`config.mk`:
```
export PLATFORM = sky130hd
export DESIGN_NAME = reg_file_mp
export DESIGN_NICKNAME = d
export VERILOG_FILES = /design/src/rtl/reg_file_mp_pkg.sv /design/src/rtl/reg_file_mp_clear_seq.sv /design/src/rtl/reg_file_mp.sv
export SDC_FILE = /design/constraint.sdc
export NUM_CORES = 1
export LEC_CHECK = 0
export BUFFER_PORTS_ARGS = -buffer_cell sky130_fd_sc_hd__buf_4
export CAP_MARGIN = 40
export CORE_UTILIZATION = 52
export DETAILED_ROUTE_END_ITERATION = 12
export HOLD_SLACK_MARGIN = 0.06
export PLACE_DENSITY = 0.76
export SETUP_SLACK_MARGIN = 0.1
export SLEW_MARGIN = 20
export SYNTH_ARGS = -nofsm -noshare
export SYNTH_HDL_FRONTEND = slang
export SYNTH_SLANG_ARGS = --single-unit
```
`constraint.sdc`:
```
create_clock -name clk -period 1.3 [get_ports clk]
set_input_delay 0.13 -clock clk [delete_from_list [all_inputs] [get_ports clk]]
set_output_delay 0.13 -clock clk [all_outputs]
set_load 0.005 [all_outputs]
```
`src/rtl/reg_file_mp_pkg.sv`:
```
// reg_file_mp_pkg: shared types and defaults for the multi-read-port register file.
//   state_t        - clear sequencer states (CLEAR walks the array, READY serves traffic)
//   DEF_*          - default DATA_W / ADDR_W / NUM_RD
//   slice_off()    - bit offset of port `port` inside a flattened per-port bus
package reg_file_mp_pkg;

    typedef enum logic {
        CLEAR = 1'b0,
        READY = 1'b1
    } state_t;

    localparam int DEF_DATA_W = 8;
    localparam int DEF_ADDR_W = 2;
    localparam int DEF_NUM_RD = 2;

    function automatic int slice_off(input int port, input int width);
        return port * width;
    endfunction

endpackage

```
`src/rtl/reg_file_mp_clear_seq.sv`:
```
// reg_file_mp_clear_seq: FSM that zeroes the array one entry per cycle after
// reset or on clear_req, then holds `ready` high until the next clear.
//   clk, reset     - clock, asynchronous active-low reset
//   clear_req      - restart the walk (only honoured in READY)
//   ready          - 1 while in READY
//   clr_en/clr_addr- clear-write port into the array (writes zero)
module reg_file_mp_clear_seq
    import reg_file_mp_pkg::*;
#(
    parameter int ADDR_W = DEF_ADDR_W
) (
    input  logic              clk,
    input  logic              reset,
    input  logic              clear_req,
    output logic              ready,
    output logic              clr_en,
    output logic [ADDR_W-1:0] clr_addr
);

    localparam logic [ADDR_W-1:0] LAST = '1;

    state_t            state, nxt_state;
    logic [ADDR_W-1:0] idx, nxt_idx;

    always_ff @(posedge clk or negedge reset) begin
        if (!reset) begin
            state <= CLEAR;
            idx   <= '0;
        end else begin
            state <= nxt_state;
            idx   <= nxt_idx;
        end
    end

    always_comb begin
        nxt_state = state;
        nxt_idx   = idx;
        case (state)
            CLEAR: begin
                nxt_idx = idx + 1'b1;
                if (idx == LAST) nxt_state = READY;
            end
            READY: begin
                // idx already 0 here; a clear_req starts the walk from entry 0.
                nxt_idx = '0;
                if (clear_req) nxt_state = CLEAR;
            end
            default: begin
                nxt_state = CLEAR;
                nxt_idx   = '0;
            end
        endcase
    end

    assign ready    = (state == READY);
    assign clr_en   = (state == CLEAR);
    assign clr_addr = idx;

endmodule

```
`src/rtl/reg_file_mp.sv`:
```
// reg_file_mp: DATA_W x 2**ADDR_W register file, NUM_RD registered read ports,
// one synchronous write port, built-in clear sequencer.
//   clk, reset         - clock, asynchronous active-low reset
//   clear_req          - request to re-zero the array (READY only)
//   ready              - array valid; writes accepted only while high
//   rd_addr / rd_data  - flattened per-port read address / registered data
//   wr_en/addr/data    - write port
//   wr_drop            - registered pulse: the write of the previous cycle was discarded
// Build option: REG_FILE_MP_BYPASS_EN - forward same-cycle write data to
// matching read ports (READY only). Undefined: reads return the old entry.
module reg_file_mp
    import reg_file_mp_pkg::*;
#(
    parameter int DATA_W = DEF_DATA_W,
    parameter int ADDR_W = DEF_ADDR_W,
    parameter int NUM_RD = DEF_NUM_RD
) (
    input  logic                     clk,
    input  logic                     reset,
    input  logic                     clear_req,
    output logic                     ready,
    input  logic [NUM_RD*ADDR_W-1:0] rd_addr,
    output logic [NUM_RD*DATA_W-1:0] rd_data,
    input  logic                     wr_en,
    input  logic [ADDR_W-1:0]        wr_addr,
    input  logic [DATA_W-1:0]        wr_data,
    output logic                     wr_drop
);

    localparam int DEPTH = 1 << ADDR_W;

    logic [DEPTH-1:0][DATA_W-1:0] mem;
    logic                         clr_en;
    logic [ADDR_W-1:0]            clr_addr;
    logic                         wr_ok;

    reg_file_mp_clear_seq #(.ADDR_W(ADDR_W)) u_clear_seq (
        .clk       (clk),
        .reset     (reset),
        .clear_req (clear_req),
        .ready     (ready),
        .clr_en    (clr_en),
        .clr_addr  (clr_addr)
    );

    // Clear wins over any write; a pending clear_req also kills the write.
    assign wr_ok = ready & wr_en & ~clear_req;

    // Storage has no reset: the clear walk is what initialises it.
    always_ff @(posedge clk) begin
        if (clr_en)     mem[clr_addr] <= '0;
        else if (wr_ok) mem[wr_addr]  <= wr_data;
    end

    always_ff @(posedge clk or negedge reset) begin
        if (!reset) wr_drop <= 1'b0;
        else        wr_drop <= wr_en & ~wr_ok;
    end

    for (genvar i = 0; i < NUM_RD; i++) begin : g_rd
        logic [ADDR_W-1:0] a;
        logic [DATA_W-1:0] nxt;
        logic [DATA_W-1:0] rd_q;

        assign a = rd_addr[slice_off(i, ADDR_W) +: ADDR_W];

`ifdef REG_FILE_MP_BYPASS_EN
        assign nxt = (wr_ok && (wr_addr == a)) ? wr_data : mem[a];
`else
        assign nxt = mem[a];
`endif

        // Reads return zero for the whole walk, regardless of array contents.
        always_ff @(posedge clk or negedge reset) begin
            if (!reset) rd_q <= '0;
            else        rd_q <= ready ? nxt : '0;
        end

        assign rd_data[slice_off(i, DATA_W) +: DATA_W] = rd_q;
    end

endmodule
```
# == Word-level counts from Yosys, hierarchy flattened ==
# Index checks and enable logic that the tools add are counted.
# totals
latch_bits,0
rom_bits,0
elab_cells,45
n_memories,0
output_inout_bits,18
mem_bits_rw,0
inputBits,18
ff_bits,52
# op_classes
reduce_logical,2
magnitude_cmp,6
addsub,1
n_bitwise,8
div,0
n_shift,0
n_mux,17
eq_ne,2
multipliers,0
# ops
cell,count
32-bit 2-to-1 mux,2
8-bit 2-to-1 mux,6
32-bit bitwise AND,1
8-bit binary-select mux with 2-bit select,2
32-bit bitwise mux,1
8-bit demux with 2-bit select,2
32-bit inverter,1
2-bit by 3-bit < comparator with 1-bit output (second input constant),4
2-bit by 1-bit greater-or-equal comparator with 1-bit output (second input constant),2
2-bit one-hot mux with 2 select lines,1
1-bit bitwise AND,3
1-bit inverter,3
2-bit by 1-bit adder with 2-bit output (second input constant),1
2-bit equality test (second input constant),1
1-bit logical AND,2
1-bit 2-to-1 mux,2
2-bit != test (second input constant),1
1-bit one-hot mux with 2 select lines,1

# == Depth between registers and ports, before layout ==
# logic_depth
word_depth,7
ltp_mapped,5
mapped_depth_nobuf,3

# == Cells and area by module ==
# A second synthesis with hierarchy kept.
# unflattened
cells_unflattened,181
hier_area_um2,2539.9
# by_module_without_submodules
module,seq_area_each_um2,n_inst,area_per_inst_um2,cells_each
reg_file_mp,1386.3,1,2421.1,172
reg_file_mp_clear_seq,75.1,1,118.9,9

# == Worst setup path before layout ==
# OpenSTA, ideal clock, no wires.
# synth_path
path_type,register to register
start,register u_clear_seq.state (netlist: u_clear_seq.ready)
end,register mem[24] in the netlist's numbering (enable)
path_stages_with_launch,5
setup_slack_ns,-0.172
required_time_ns,0.916
t_arrival_ns,1.088
setup_ns,0.384
period_less_slack_ns,1.472
path_buffers,3
cell_sequence,dfrtp_1 buf_6 buf_8 buf_8 o21ai_0
# synth_via
elab_chain_cells,3
# synth_rtl
item,line_no,rtl
from (decl),reg_file_mp_clear_seq.sv:22,"state_t state, nxt_state;"
from (signal assigned),reg_file_mp_clear_seq.sv:30,state <= nxt_state;
1-bit bitwise AND (2 in a row),reg_file_mp.sv:47,assign wr_ok = ready & wr_en & ~clear_req;
2-bit != test (no line) (*),-,
"to (signal, indexed assignment)",reg_file_mp.sv:52,else if (wr_ok) mem[wr_addr] <= wr_data;
to (decl),reg_file_mp.sv:32,logic [DEPTH-1:0][DATA_W-1:0] mem;
# Mark *: on every way between the ends. The rest lies on a longest branch, timed or not.
# A chain may end at the register's enable or synchronous reset.

# == Worst setup path in the final report ==
# layout_path
start,register u_clear_seq.state (netlist: u_clear_seq.ready)
end,output ready
# layout_rtl
item,line_no,rtl
to (decl),reg_file_mp.sv:21,"output logic ready,"
# No word-level cell between the ends.

==> impl_summary.log <==
INFO  metric tritoncts_clock_tree = yes
INFO  metric avgViaCountPerCell = 5.94
INFO  metric clock.fmax = 804 MHz
INFO  metric worstMarginPinSlew = 0.342 ns
INFO  metric ys_seq_elements = 52
INFO  metric cp.arrival = around 1.1 ns
INFO  metric netlist-cell-type-count = 25
INFO  metric gr-usage-all-layers = 0.233
INFO  metric die_y = 73.8 um
INFO  metric initial_utilization = 0.553
INFO  metric finalClockSkew = about 0.013 ns
INFO  metric synth-main-ff-cell = sky130_fd_sc_hd__edfxtp_1
INFO  metric tns = 0 ns
INFO  metric synth_seq_area_share = 0.546
INFO  metric criticalPathCategory = flop to output pin
INFO  metric n_antenna_cell = 0
INFO  metric layout_setup_ws = 0.0567 ns
INFO  metric clock_latency = 0.31 ns
INFO  metric maximum_net_fanout_on_the_critical_path = 17
INFO  metric pre_cts_ws = -0.0262 ns
INFO  metric finalWorstPathRequiredPeriod = 1.24 ns
INFO  metric slew-limit-headroom = 0.771
INFO  metric post_synth_inst_count = 215
INFO  metric hpwlAfterDp = 4130 um
INFO  metric report.final.slew_viol_count = 0
INFO  metric route.detailed.wl_per_inst = roughly 19 um
INFO  metric design.die.area = 5440 sq um
INFO  metric gp_congestion = 0.799
INFO  metric synth_area = 2680 sq um
INFO  metric cts-root-buf = sky130_fd_sc_hd__clkbuf_8
INFO  metric yosys-top-cells-area = sky130_fd_sc_hd__edfxtp_1 (36%), sky130_fd_sc_hd__dfrtp_1 (19%), sky130_fd_sc_hd__mux2i_1 (12%)
INFO  metric power.ir.vdd_worst = 1.44 mV
INFO  metric nets = 280
INFO  metric pin_count_of_the_biggest_net_entering_global_routing = 34
INFO  metric synth_edf_count = 32
INFO  metric first_iter_violations = about 160
INFO  metric postSynthNetCount = 237
INFO  metric num_clock_sinks = 52
INFO  metric detail_route.first_pass.iterations = 4
INFO  metric grt_pass1_wl = 9190 um
INFO  metric core-area = 4850 sq um
INFO  metric postRouteAntennaNets = 0
INFO  metric grt_antenna_before_repair = 0
INFO  metric clockBufferDepth = 2
INFO  metric drive_above_1_share = 0.405
INFO  metric place.detailed.instances = 310
INFO  metric cts_buffers = 5
INFO  metric yosys.area.top_type = sky130_fd_sc_hd__edfxtp_1
INFO  metric pwr_density_cell = ~2300 nW/um^2
INFO  metric synth_top_area_share = 0.359
INFO  metric vias = 1937
INFO  metric grt_pass1_vias = 1844
INFO  metric total_i_o_pin_count = 36
INFO  metric grt-ovfl-total = 0
INFO  metric holdCritPathClass = input pin to flop
INFO  metric startpoint_type = flop
INFO  metric remaining_drc_errors = 0
INFO  metric wl = 6160 um
INFO  metric cts-htree-levels = 2
INFO  metric number_of_buffer_cells_added_on_primary_ports = 35
INFO  metric drv_cap = 0
INFO  metric layout_cells_excl_fill = 326
INFO  metric die_x = 73.8 um
INFO  metric report.final.hold_viol_count = 0
INFO  metric clkTransAtPathRegs = 0.10 ns
INFO  metric power_leakage = 1.47 nW
INFO  metric post_synth.cell_area_avg = 12.5 sq um
INFO  metric synth.cells.most_frequent = sky130_fd_sc_hd__inv_1 (34), sky130_fd_sc_hd__edfxtp_1 (32), sky130_fd_sc_hd__mux2i_1 (32)
INFO  metric worstSetupEndpointType = output pin
INFO  metric final_core_utilization = 0.712
INFO  metric synthToLayoutAreaGrowth = 28.8%
INFO  metric period_share = 0.956
INFO  metric run_status = completed
INFO  metric yosysMostFrequentCell = sky130_fd_sc_hd__inv_1
INFO  metric postSynth.asyncResetShare = 0.385
INFO  metric setup_viol = 0
INFO  metric cp_data_required_time = 1.17 ns
INFO  metric layout.filler_cells = 338
INFO  metric setup_repair_after_global_routing_missed_its_margin = true
INFO  metric yosys_warnings = 0
INFO  metric floorplan.rows = 25
==> cells in the final DEF, fill, tap and decap left out <==
| cell type | count |
|---|---|
| sky130_fd_sc_hd__nor2b_1 | 1 |
| sky130_fd_sc_hd__nand2b_1 | 3 |
| sky130_fd_sc_hd__o21ai_4 | 1 |
| sky130_fd_sc_hd__clkbuf_8 | 5 |
| sky130_fd_sc_hd__ha_2 | 2 |
| sky130_fd_sc_hd__dfrtp_1 | 19 |
| sky130_fd_sc_hd__nand2_2 | 6 |
| sky130_fd_sc_hd__a2bb2o_4 | 1 |
| sky130_fd_sc_hd__a21oi_1 | 1 |
| sky130_fd_sc_hd__clkbuf_16 | 1 |
| sky130_fd_sc_hd__mux2i_1 | 32 |
| sky130_fd_sc_hd__o32ai_1 | 10 |
| sky130_fd_sc_hd__inv_1 | 32 |
| sky130_fd_sc_hd__buf_12 | 6 |
| sky130_fd_sc_hd__nand2_1 | 2 |
| sky130_fd_sc_hd__o22ai_1 | 16 |
| sky130_fd_sc_hd__inv_2 | 2 |
| sky130_fd_sc_hd__nand2b_2 | 2 |
| sky130_fd_sc_hd__nor2_1 | 2 |
| sky130_fd_sc_hd__clkinv_2 | 1 |
| sky130_fd_sc_hd__o32ai_2 | 20 |
| sky130_fd_sc_hd__clkinvlp_4 | 1 |
| sky130_fd_sc_hd__o32ai_4 | 1 |
| sky130_fd_sc_hd__buf_4 | 45 |
| sky130_fd_sc_hd__a21boi_1 | 1 |
| sky130_fd_sc_hd__or2_1 | 1 |
| sky130_fd_sc_hd__bufinv_16 | 1 |
| sky130_fd_sc_hd__ha_4 | 2 |
| sky130_fd_sc_hd__edfxtp_1 | 32 |
| sky130_fd_sc_hd__buf_6 | 1 |
| sky130_fd_sc_hd__dlygate4sd3_1 | 2 |
| sky130_fd_sc_hd__o21ai_2 | 3 |
| sky130_fd_sc_hd__nand2_4 | 3 |
| sky130_fd_sc_hd__dfrtp_2 | 1 |
==> worst paths after layout <==
path / startpoint / to / slack, ns / depth (start not counted)
max: u_clear_seq.ready$_DFF_PN0_ / ready / 0.06 / 2
min: clear_req / wr_drop$_DFF_PN0_ / 0.06 / 3
max reg2reg: u_clear_seq.ready$_DFF_PN0_ / g_rd[1].rd_q[3]$_DFF_PN0_ / 0.07 / 3
min reg2reg: u_clear_seq.clr_addr[0]$_DFF_PN0_ / u_clear_seq.clr_addr[0]$_DFF_PN0_ / 0.61 / 2
max in group asynchronous: reset / u_clear_seq.ready$_DFF_PN0_ / 0.83 / 2
min in group asynchronous: reset / wr_drop$_DFF_PN0_ / 0.22 / 2
==> routing by layer <==
metal / track usage / vias up / wire, um
li1: - / 884 / -
met1: 0.294 / 944 / 2540
met2: 0.404 / 97 / 3060
met3: 0.0494 / 12 / 458
met4: 0.0684 / 0 / 105
met5: 0 / - / 0
==> sequential cells by signal (all words and copies together) (netlist names) <==
register,flops
wr_drop,1
u_clear_seq.ready,1
g_rd.rd_q,16
mem,32
u_clear_seq.clr_addr,2
==> cells by family (layout without fill, tap and decap cells) <==
group	after synthesis	after routing	share of synthesized area
AOI/OAI and AO/OA	54	54	0.158
adders and majority gates	4	4	0.0187
buffers and inverters	53	97	0.113
DFF	52	52	0.546
muxes	32	32	0.120
and+or+nand+nor	20	20	0.0448
==> critical path, stage by stage (launching register included) <==
cell and delay, ns:
sky130_fd_sc_hd__dfrtp_2 0.48, sky130_fd_sc_hd__buf_12 0.18, sky130_fd_sc_hd__buf_4 0.14
==> metrics by stage <==
| stage | instance area, sq um | hold WS, ns | total power [W] |
|---|---|---|---|
| 6_report | 3450 | 0.0559 | 0.00798 |
| 5_1_grt | 3450 | 0.0647 | 0.00836 |
| 4_1_cts | 3270 | 0.0680 | 0.00740 |
| 3_5_place_dp | 3040 | 0.0285 | 0.00608 |
| 3_3_place_gp | 3040 | 0.0249 | 0.00596 |
| 2_1_floorplan | 2710 | -0.166 | 0.00496 |
==> layout make-up <==
cell class              count  area [sq um]  share of cell area
inverters                  34           128              0.0370
repair buffers             55           514               0.149
multi-input cells         110          1150               0.334
flip-flops and latches     52          1460               0.424
well taps                  67          83.8              0.0243
clock inverters             3          42.5              0.0123
clock buffers               5          68.8              0.0199
==> power by group <==
group / internal, W / switching [W] / total [W]
logic: 0.00178 / 0.00180 / 0.00357
registers: 0.00271 / 0.000571 / 0.00329
clock network: 0.000570 / 0.000550 / 0.00112
total: 0.00506 / 0.00292 / 0.00798
==> what timing repair did <==
item / 4_1_cts / 5_1_grt
endpoints found under the setup margin: 32 / 67
endpoints found under the hold margin: 21 / 0
setup buffers: 0 / 5
gates resized for setup: 18 / 19
pin swaps: 1 / 1
gates cloned: 0 / 1
hold buffers: 2 / 0
Note: power is estimated with default switching activity, not from simulation.
